==> config.mk <==
export PLATFORM = sky130hd
export DESIGN_NAME = id_stage
export DESIGN_NICKNAME = d
export VERILOG_FILES = /design/src/rtl/rv32i_types.sv /design/src/rtl/id_regfile.sv /design/src/rtl/id_stage.sv
export SDC_FILE = /design/constraint.sdc
export NUM_CORES = 2
export LEC_CHECK = 0
export BUFFER_PORTS_ARGS = -buffer_cell sky130_fd_sc_hd__buf_4
export CAP_MARGIN = 20
export CELL_PAD_IN_SITES_DETAIL_PLACEMENT = 1
export CELL_PAD_IN_SITES_GLOBAL_PLACEMENT = 1
export CORE_MARGIN = 3
export CORE_UTILIZATION = 55
export DETAILED_ROUTE_END_ITERATION = 12
export PLACE_DENSITY_LB_ADDON = 0.12
export SLEW_MARGIN = 20
export SYNTH_ARGS = -nofsm -noshare
export SYNTH_HDL_FRONTEND = slang
export SYNTH_SLANG_ARGS = --single-unit
==> constraint.sdc <==
create_clock -name clk -period 4.95 [get_ports clk]
set_input_delay 0.495 -clock clk [delete_from_list [all_inputs] [get_ports clk]]
set_output_delay 0.495 -clock clk [all_outputs]
set_load 0.01 [all_outputs]
==> src/rtl/rv32i_types.sv <==
// Shared RV32I decode types: opcodes, immediate formats, ID-stage states and the bubble encoding.
package rv32i_types;

    localparam logic [6:0] op_lui   = 7'b0110111;
    localparam logic [6:0] op_auipc = 7'b0010111;
    localparam logic [6:0] op_jal   = 7'b1101111;
    localparam logic [6:0] op_jalr  = 7'b1100111;
    localparam logic [6:0] op_br    = 7'b1100011;
    localparam logic [6:0] op_load  = 7'b0000011;
    localparam logic [6:0] op_store = 7'b0100011;
    localparam logic [6:0] op_imm   = 7'b0010011;
    localparam logic [6:0] op_reg   = 7'b0110011;

    localparam logic [31:0] BUBBLE = 32'h0000_0000;

    typedef enum logic {RUN, STALL} id_state_t;

    typedef enum logic [2:0] {IMM_NONE, IMM_I, IMM_S, IMM_B, IMM_U, IMM_J} imm_sel_t;

    function automatic imm_sel_t imm_sel_of(input logic [6:0] opcode);
        imm_sel_t sel;
        sel = IMM_NONE;
        case (opcode)
            op_imm, op_load, op_jalr: sel = IMM_I;
            op_store:                 sel = IMM_S;
            op_br:                    sel = IMM_B;
            op_lui, op_auipc:         sel = IMM_U;
            op_jal:                   sel = IMM_J;
            default:                  sel = IMM_NONE;
        endcase
        return sel;
    endfunction

    function automatic logic [31:0] gen_imm(input logic [31:0] ir);
        logic [31:0] val;
        val = '0;
        case (imm_sel_of(ir[6:0]))
            IMM_I:   val = {{20{ir[31]}}, ir[31:20]};
            IMM_S:   val = {{20{ir[31]}}, ir[31:25], ir[11:7]};
            IMM_B:   val = {{19{ir[31]}}, ir[31], ir[7], ir[30:25], ir[11:8], 1'b0};
            IMM_U:   val = {ir[31:12], 12'b0};
            IMM_J:   val = {{11{ir[31]}}, ir[31], ir[19:12], ir[20], ir[30:21], 1'b0};
            default: val = '0;
        endcase
        return val;
    endfunction

endpackage

==> src/rtl/id_regfile.sv <==
// Integer register file, 2 read / 1 write, x0 hardwired to zero.
// ID_WB_BYPASS_EN makes a same-cycle write visible on the read ports (write-through).
module id_regfile #(
    parameter int NUM_REGS = 32
) (
    input  logic        clk,
    input  logic        reset,
    input  logic        wr_en,
    input  logic [4:0]  wr_idx,
    input  logic [31:0] wr_data,
    input  logic [4:0]  rd_idx1,
    input  logic [4:0]  rd_idx2,
    output logic [31:0] rd_data1,
    output logic [31:0] rd_data2
);

    logic [31:0] regs [NUM_REGS];

    always_ff @(posedge clk or negedge reset) begin
        if (!reset) begin
            for (int i = 0; i < NUM_REGS; i++) regs[i] <= '0;
        end else if (wr_en && wr_idx != 5'd0) begin
            regs[wr_idx] <= wr_data;
        end
    end

    always_comb begin
        rd_data1 = (rd_idx1 == 5'd0) ? 32'd0 : regs[rd_idx1];
        rd_data2 = (rd_idx2 == 5'd0) ? 32'd0 : regs[rd_idx2];
`ifdef ID_WB_BYPASS_EN
        if (wr_en && wr_idx == rd_idx1 && rd_idx1 != 5'd0) rd_data1 = wr_data;
        if (wr_en && wr_idx == rd_idx2 && rd_idx2 != 5'd0) rd_data2 = wr_data;
`else
        // Writes land at the edge; EX forwarding covers the one-cycle gap.
`endif
    end

endmodule

==> src/rtl/id_stage.sv <==
// Decode stage: IF/ID buffer, register file, immediate generation and load-use stall.
// Optional write-through regfile reads with ID_WB_BYPASS_EN (see id_regfile).
//
// state | meaning
// RUN   | normal flow; a load-use hazard holds IF/ID and emits one bubble
// STALL | bubble already issued; held instruction goes out, IF/ID reloads
module id_stage import rv32i_types::*; #(
    parameter logic [31:0] BUBBLE_IR = BUBBLE,
    parameter int          NUM_REGS  = 32
) (
    input  logic        clk,
    input  logic        reset,
    input  logic        pipeline_en,
    input  logic        flush,
    input  logic [31:0] if_pc,
    input  logic [31:0] if_ir,
    input  logic        if_pred_br,
    input  logic [4:0]  ex_rd,
    input  logic        ex_is_load,
    input  logic        wb_ld,
    input  logic [4:0]  wb_rd,
    input  logic [31:0] wb_data,
    output logic [31:0] id_pc,
    output logic [31:0] id_ir,
    output logic        id_pred_br,
    output logic        id_valid,
    output logic [31:0] rs1_data,
    output logic [31:0] rs2_data,
    output logic [31:0] imm,
    output logic        stall_if
);

    logic [31:0] pc_q;
    logic [31:0] ir_q;
    logic        pred_q;
    logic        valid_q;
    id_state_t   state;

    logic [6:0]  opcode;
    logic [4:0]  rs1;
    logic [4:0]  rs2;
    logic        rs2_used;
    logic        hz;

    assign opcode   = ir_q[6:0];
    assign rs1      = ir_q[19:15];
    assign rs2      = ir_q[24:20];
    assign rs2_used = (opcode == op_br) || (opcode == op_store) || (opcode == op_reg);

    // rs1 is compared for every opcode: a spurious stall is harmless, a missed one is not.
    assign hz = valid_q && ex_is_load && (ex_rd != 5'd0) &&
                ((ex_rd == rs1) || ((ex_rd == rs2) && rs2_used));

    assign stall_if = (state == RUN) && hz && !flush;

    always_ff @(posedge clk or negedge reset) begin
        if (!reset) begin
            pc_q    <= '0;
            ir_q    <= BUBBLE_IR;
            pred_q  <= 1'b0;
            valid_q <= 1'b0;
            state   <= RUN;
        end else if (pipeline_en) begin
            if (flush) begin
                pc_q    <= if_pc;
                ir_q    <= BUBBLE_IR;
                pred_q  <= 1'b0;
                valid_q <= 1'b0;
                state   <= RUN;
            end else if (stall_if) begin
                state   <= STALL;
            end else begin
                pc_q    <= if_pc;
                ir_q    <= if_ir;
                pred_q  <= if_pred_br;
                valid_q <= (if_ir != BUBBLE_IR);
                state   <= RUN;
            end
        end
    end

    assign id_pc      = pc_q;
    assign id_pred_br = pred_q;
    assign id_valid   = valid_q && !stall_if;
    assign id_ir      = id_valid ? ir_q : BUBBLE_IR;
    assign imm        = gen_imm(ir_q);

    id_regfile #(
        .NUM_REGS (NUM_REGS)
    ) u_regfile (
        .clk      (clk),
        .reset    (reset),
        .wr_en    (wb_ld),
        .wr_idx   (wb_rd),
        .wr_data  (wb_data),
        .rd_idx1  (rs1),
        .rd_idx2  (rs2),
        .rd_data1 (rs1_data),
        .rd_data2 (rs2_data)
    );

endmodule

==> qor.tcl <==
set qor(status) {finished clean}
set qor(synth.net_count) 3850
set qor(timing.critical_path.required_ns) 4.45
set qor(die_w_um) 329
set qor(irDropWorstVdd_mv) 0.338
set qor(timing.hold.worst.start) {if_pc[31]}
set qor(finish.net_count) 3963
set qor(layout_worst_path_cycle_share) 0.918
set qor(cts_inserted_buffers) 116
set qor(combinationalPowerShare) 0.222
set qor(maxSlewHeadroom) 0.246
set qor(worstSetupStartpoint) {ir_q[17]}
set qor(p_leak_nw) 27.9
set qor(place_congestion) 0.849
set qor(antenna_left) 0
set qor(slew_viol_final) 0
set qor(power.internal_mw) 19.4
set qor(setup_viol_count_final) 0
set qor(share_of_the_synthesized_area_in_compound_gates_ao_oa_aoi_oai) 0.0370
set qor(detail_route.wl_per_cell_um) 37.1
set qor(synth_area_per_cell_um2) 15.3
set qor(min_path_type) {input pin to flip-flop}
set qor(fillCellCount) 8965
set qor(sequentialPowerShare) 0.441
set qor(grt_first_pass_wirelength_um) 290000
set qor(unrepaired_setup_endpoints_after_global_routing) {no}
set qor(cp.arrival_ns) 4.05
set qor(rows) 117
set qor(postSynth.asyncResetShare) 1.00
set qor(yosys.area_share.xor_xnor) 0.00153
set qor(buffer_ports.inserted) 275
set qor(ys_warn_count) 0
set qor(postRouteWirelength_um) 197000
set qor(post-cts-setup-buffers) 0
set qor(yosys.area.top_type) {dfrtp_1}
set qor(synth_top_area_share) 0.476
set qor(worstReg2RegStart) {ir_q[23]}
set qor(areaGrowthSynthToFinish_pct) 13.5
set qor(route.detailed.vias_per_inst) 7.17
set qor(tritoncts_clock_tree) {built}
set qor(worst_pin_slew_ns) 1.13
set qor(fp.coreArea_mm2) 0.103
set qor(synth_edf_count) 0
set qor(post-dp-hpwl_um) 116000
set qor(post_synth_mux_area_share) 0.428
set qor(path_max_fanout) 35
set qor(count_of_routing_violations_after_the_opening_detailed_route_iteration) 3939
set qor(overflow) 0
set qor(final_layout_size_suffix_gt1_frac) 0.546
set qor(post-route-min-period_ns) 4.55
set qor(first_global_vias) 41700
set qor(clk_root_buffer_cell) {clkbuf_16}
set qor(die_y_um) 329
set qor(fin_setup_tns_ns) 0
set qor(finClkSkew_ns) 0.0246
set qor(drt_drc_violations_left) 0
set qor(synth_flop_cell) {dfrtp_1}
set qor(main_combinational_cell_family_by_area_after_synthesis) {multiplexers}
set qor(syn-cell-area_mm2) 0.0573
set qor(io-pin-count) 276
set qor(syn-instance-count) 3737
set qor(synthSimpleGateAreaFrac) 0.0256
set qor(critPathLaunchType) {flip-flop}
set qor(design.die.area_mm2) 0.108
set qor(clock-sinks) 1091
set qor(switching_power_mw) 7.74
set qor(swShare) 0.285
set qor(report.power.total_mw) 27.1
set qor(timing_hold_violations_final) 0
set qor(gr-usage-all-layers) 0.367
set qor(synth_adder_area_share) 0
set qor(number_of_antenna_violations_at_the_first_check_in_global_routing) 6
set qor(critical_path_class) {flip-flop to primary output}
set qor(crit_path_end_kind) {primary output}
set qor(cts.reportedPaths.clkPinSlew_ns) 0.07
set qor(yosys_register_bits) 1091
set qor(cts_max_path_buffers) 3
set qor(via_count) 38100
set qor(ctsResizeCount) 0
set qor(grt_start_max_net_pins) 149
set qor(register_area_share_after_synthesis) 0.476
set qor(timing.max_cap.violations) 0
set qor(max_freq_ghz) 0.220
set qor(clock_tree.htree_level_count) 3
set qor(synth.distinct_cells) 53
set qor(cellPowerDensity_mw_per_mm2) 417
set qor(initial_utilization) 0.559
set qor(clock_latency_reported_for_the_late_side_of_the_worst_skew_pair_ns) 0.71
set qor(firstDrtPassIters) 8
set qor(netlist_top_cells_area) {dfrtp_1, mux4_2, mux2_2}
set qor(clock_power_share) 0.337
## cell families after synthesis
group                     Yosys count
AOI/OAI and AO/OA                 277
and+or+nand+nor                   256
muxes                            1668
xor gates and xnor gates           10
buffers and inverters             435
DFF                              1091
## power groups by stage
stage | clock [mW] | sequential, mW | combinational, mW
6_report | 9.15 | 12.0 | 6.03
5_1_grt | 9.65 | 12.1 | 6.38
4_1_cts | 9.24 | 11.9 | 6.03
3_5_place_dp | 0 | 12.0 | 5.94
3_3_place_gp | 0 | 11.7 | 5.71
2_1_floorplan | 0 | 11.4 | 4.27
## state kept, by name, summed over array words and instances, names as in the netlist
name,flops
state,1
ir_q,32
id_pc,32
id_pred_br,1
valid_q,1
u_regfile.regs,1024
## worst max-delay path: stages, from the launching register on
cell     delay (ns)
dfrtp_4        1.10
nor2b_4        0.85
buf_4          0.46
a22oi_1        0.12
a31oi_1        0.55
buf_4          0.24
## routing by layer
layer | part of all wire | track usage | up-vias
met4 | 0.049 | 0.156 | 2
li1 | - | - | 14700
met2 | 0.47 | 0.572 | 2045
met5 | 0.000061 | 0 | -
met1 | 0.39 | 0.503 | 20800
met3 | 0.085 | 0.0813 | 558
## what timing repair did
| item | 4_1_cts | 5_1_grt |
|---|---|---|
| setup endpoints to repair | 0 | 0 |
| hold buffers | 26 | 0 |
| hold endpoints to repair | 107 | 0 |
## cell usage after synthesis, types with 16 or more instances
cell type	n
mux2_2	985
mux2_1	65
clkbuf_1	261
buf_1	56
a22oi_1	64
a221oi_1	24
nand2_1	55
o22ai_1	40
mux4_2	520
nor2_1	26
a31oi_1	32
dfrtp_1	1091
a2111oi_0	24
o2bb2ai_1	29
and3_1	35
nor2b_1	54
mux2i_1	98
a21o_1	16
nand3b_1	33
a211o_1	32
buf_2	94
## path summary, 6_finish.rpt
kind | to | slack (ns) | cells past startpoint
setup / recovery | rs1_data[28] | 0.40 | 5
hold / removal | id_pc[31] | 0.02 | 2
setup reg to reg | id_pc[1] | 1.21 | 8
hold reg to reg | u_regfile.regs[1002] | 0.40 | 0
max in group asynchronous | u_regfile.regs[237] | 2.98 | 3
min in group asynchronous | id_pc[16] | 0.36 | 2
## cell type report
| class | instances | area (um2) | area share |
|---|---|---|---|
| inverters | 3 | 11.3 | 0.000173 |
| multi-input cells | 2211 | 28400 | 0.437 |
| repair buffers | 427 | 3600 | 0.0554 |
| flip-flops and latches | 1091 | 27300 | 0.420 |
| well taps | 1368 | 1710 | 0.0263 |
| clock inverters | 34 | 418 | 0.00642 |
| diodes | 3 | 7.51 | 0.000115 |
| clock buffers | 180 | 3580 | 0.0550 |
## metrics by stage
stage	cells	util	hold WS, ns	setup slack, ns	instance area, um2
2_1_floorplan	3737	-	0.199	2.39	57300
3_3_place_gp	5073	0.592	0.376	1.30	60800
3_5_place_dp	5074	0.593	0.384	1.21	60800
4_1_cts	5314	0.634	0.0000411	0.359	65100
5_1_grt	5315	0.634	0.00740	0.218	65100
6_report	5317	0.634	0.0157	0.404	65100
## cells in the final DEF, fill, tap and decap left out, types with 5 or more instances in the layout
cell | synthesis | final
mux2i_1 | 98 | 98
and2_1 | 12 | 11
nor2b_1 | 54 | 50
clkbuf_16 | 0 | 119
mux2_1 | 65 | 65
xnor2_1 | 6 | 6
nor2_4 | 0 | 20
a221oi_1 | 24 | 24
nor3_1 | 5 | 5
clkbuf_1 | 261 | 24
nor4_1 | 9 | 9
buf_4 | 13 | 374
nor2_1 | 26 | 6
a22oi_1 | 64 | 64
dfrtp_1 | 1091 | 1083
nand2_1 | 55 | 39
o2bb2ai_1 | 29 | 29
dfrtp_4 | 0 | 6
nand2_2 | 0 | 14
mux2_2 | 985 | 985
o21ai_0 | 6 | 6
a31oi_1 | 32 | 32
nand3b_1 | 33 | 33
dlygate4sd3_1 | 0 | 26
clkbuf_8 | 0 | 37
mux4_2 | 520 | 520
buf_12 | 0 | 26
clkinv_2 | 0 | 19
a2111oi_0 | 24 | 24
a211o_1 | 32 | 32
o22ai_1 | 40 | 40
bufinv_16 | 0 | 9
and3_1 | 35 | 35
a21o_1 | 16 | 16
(Power assumes the default switching activity.)
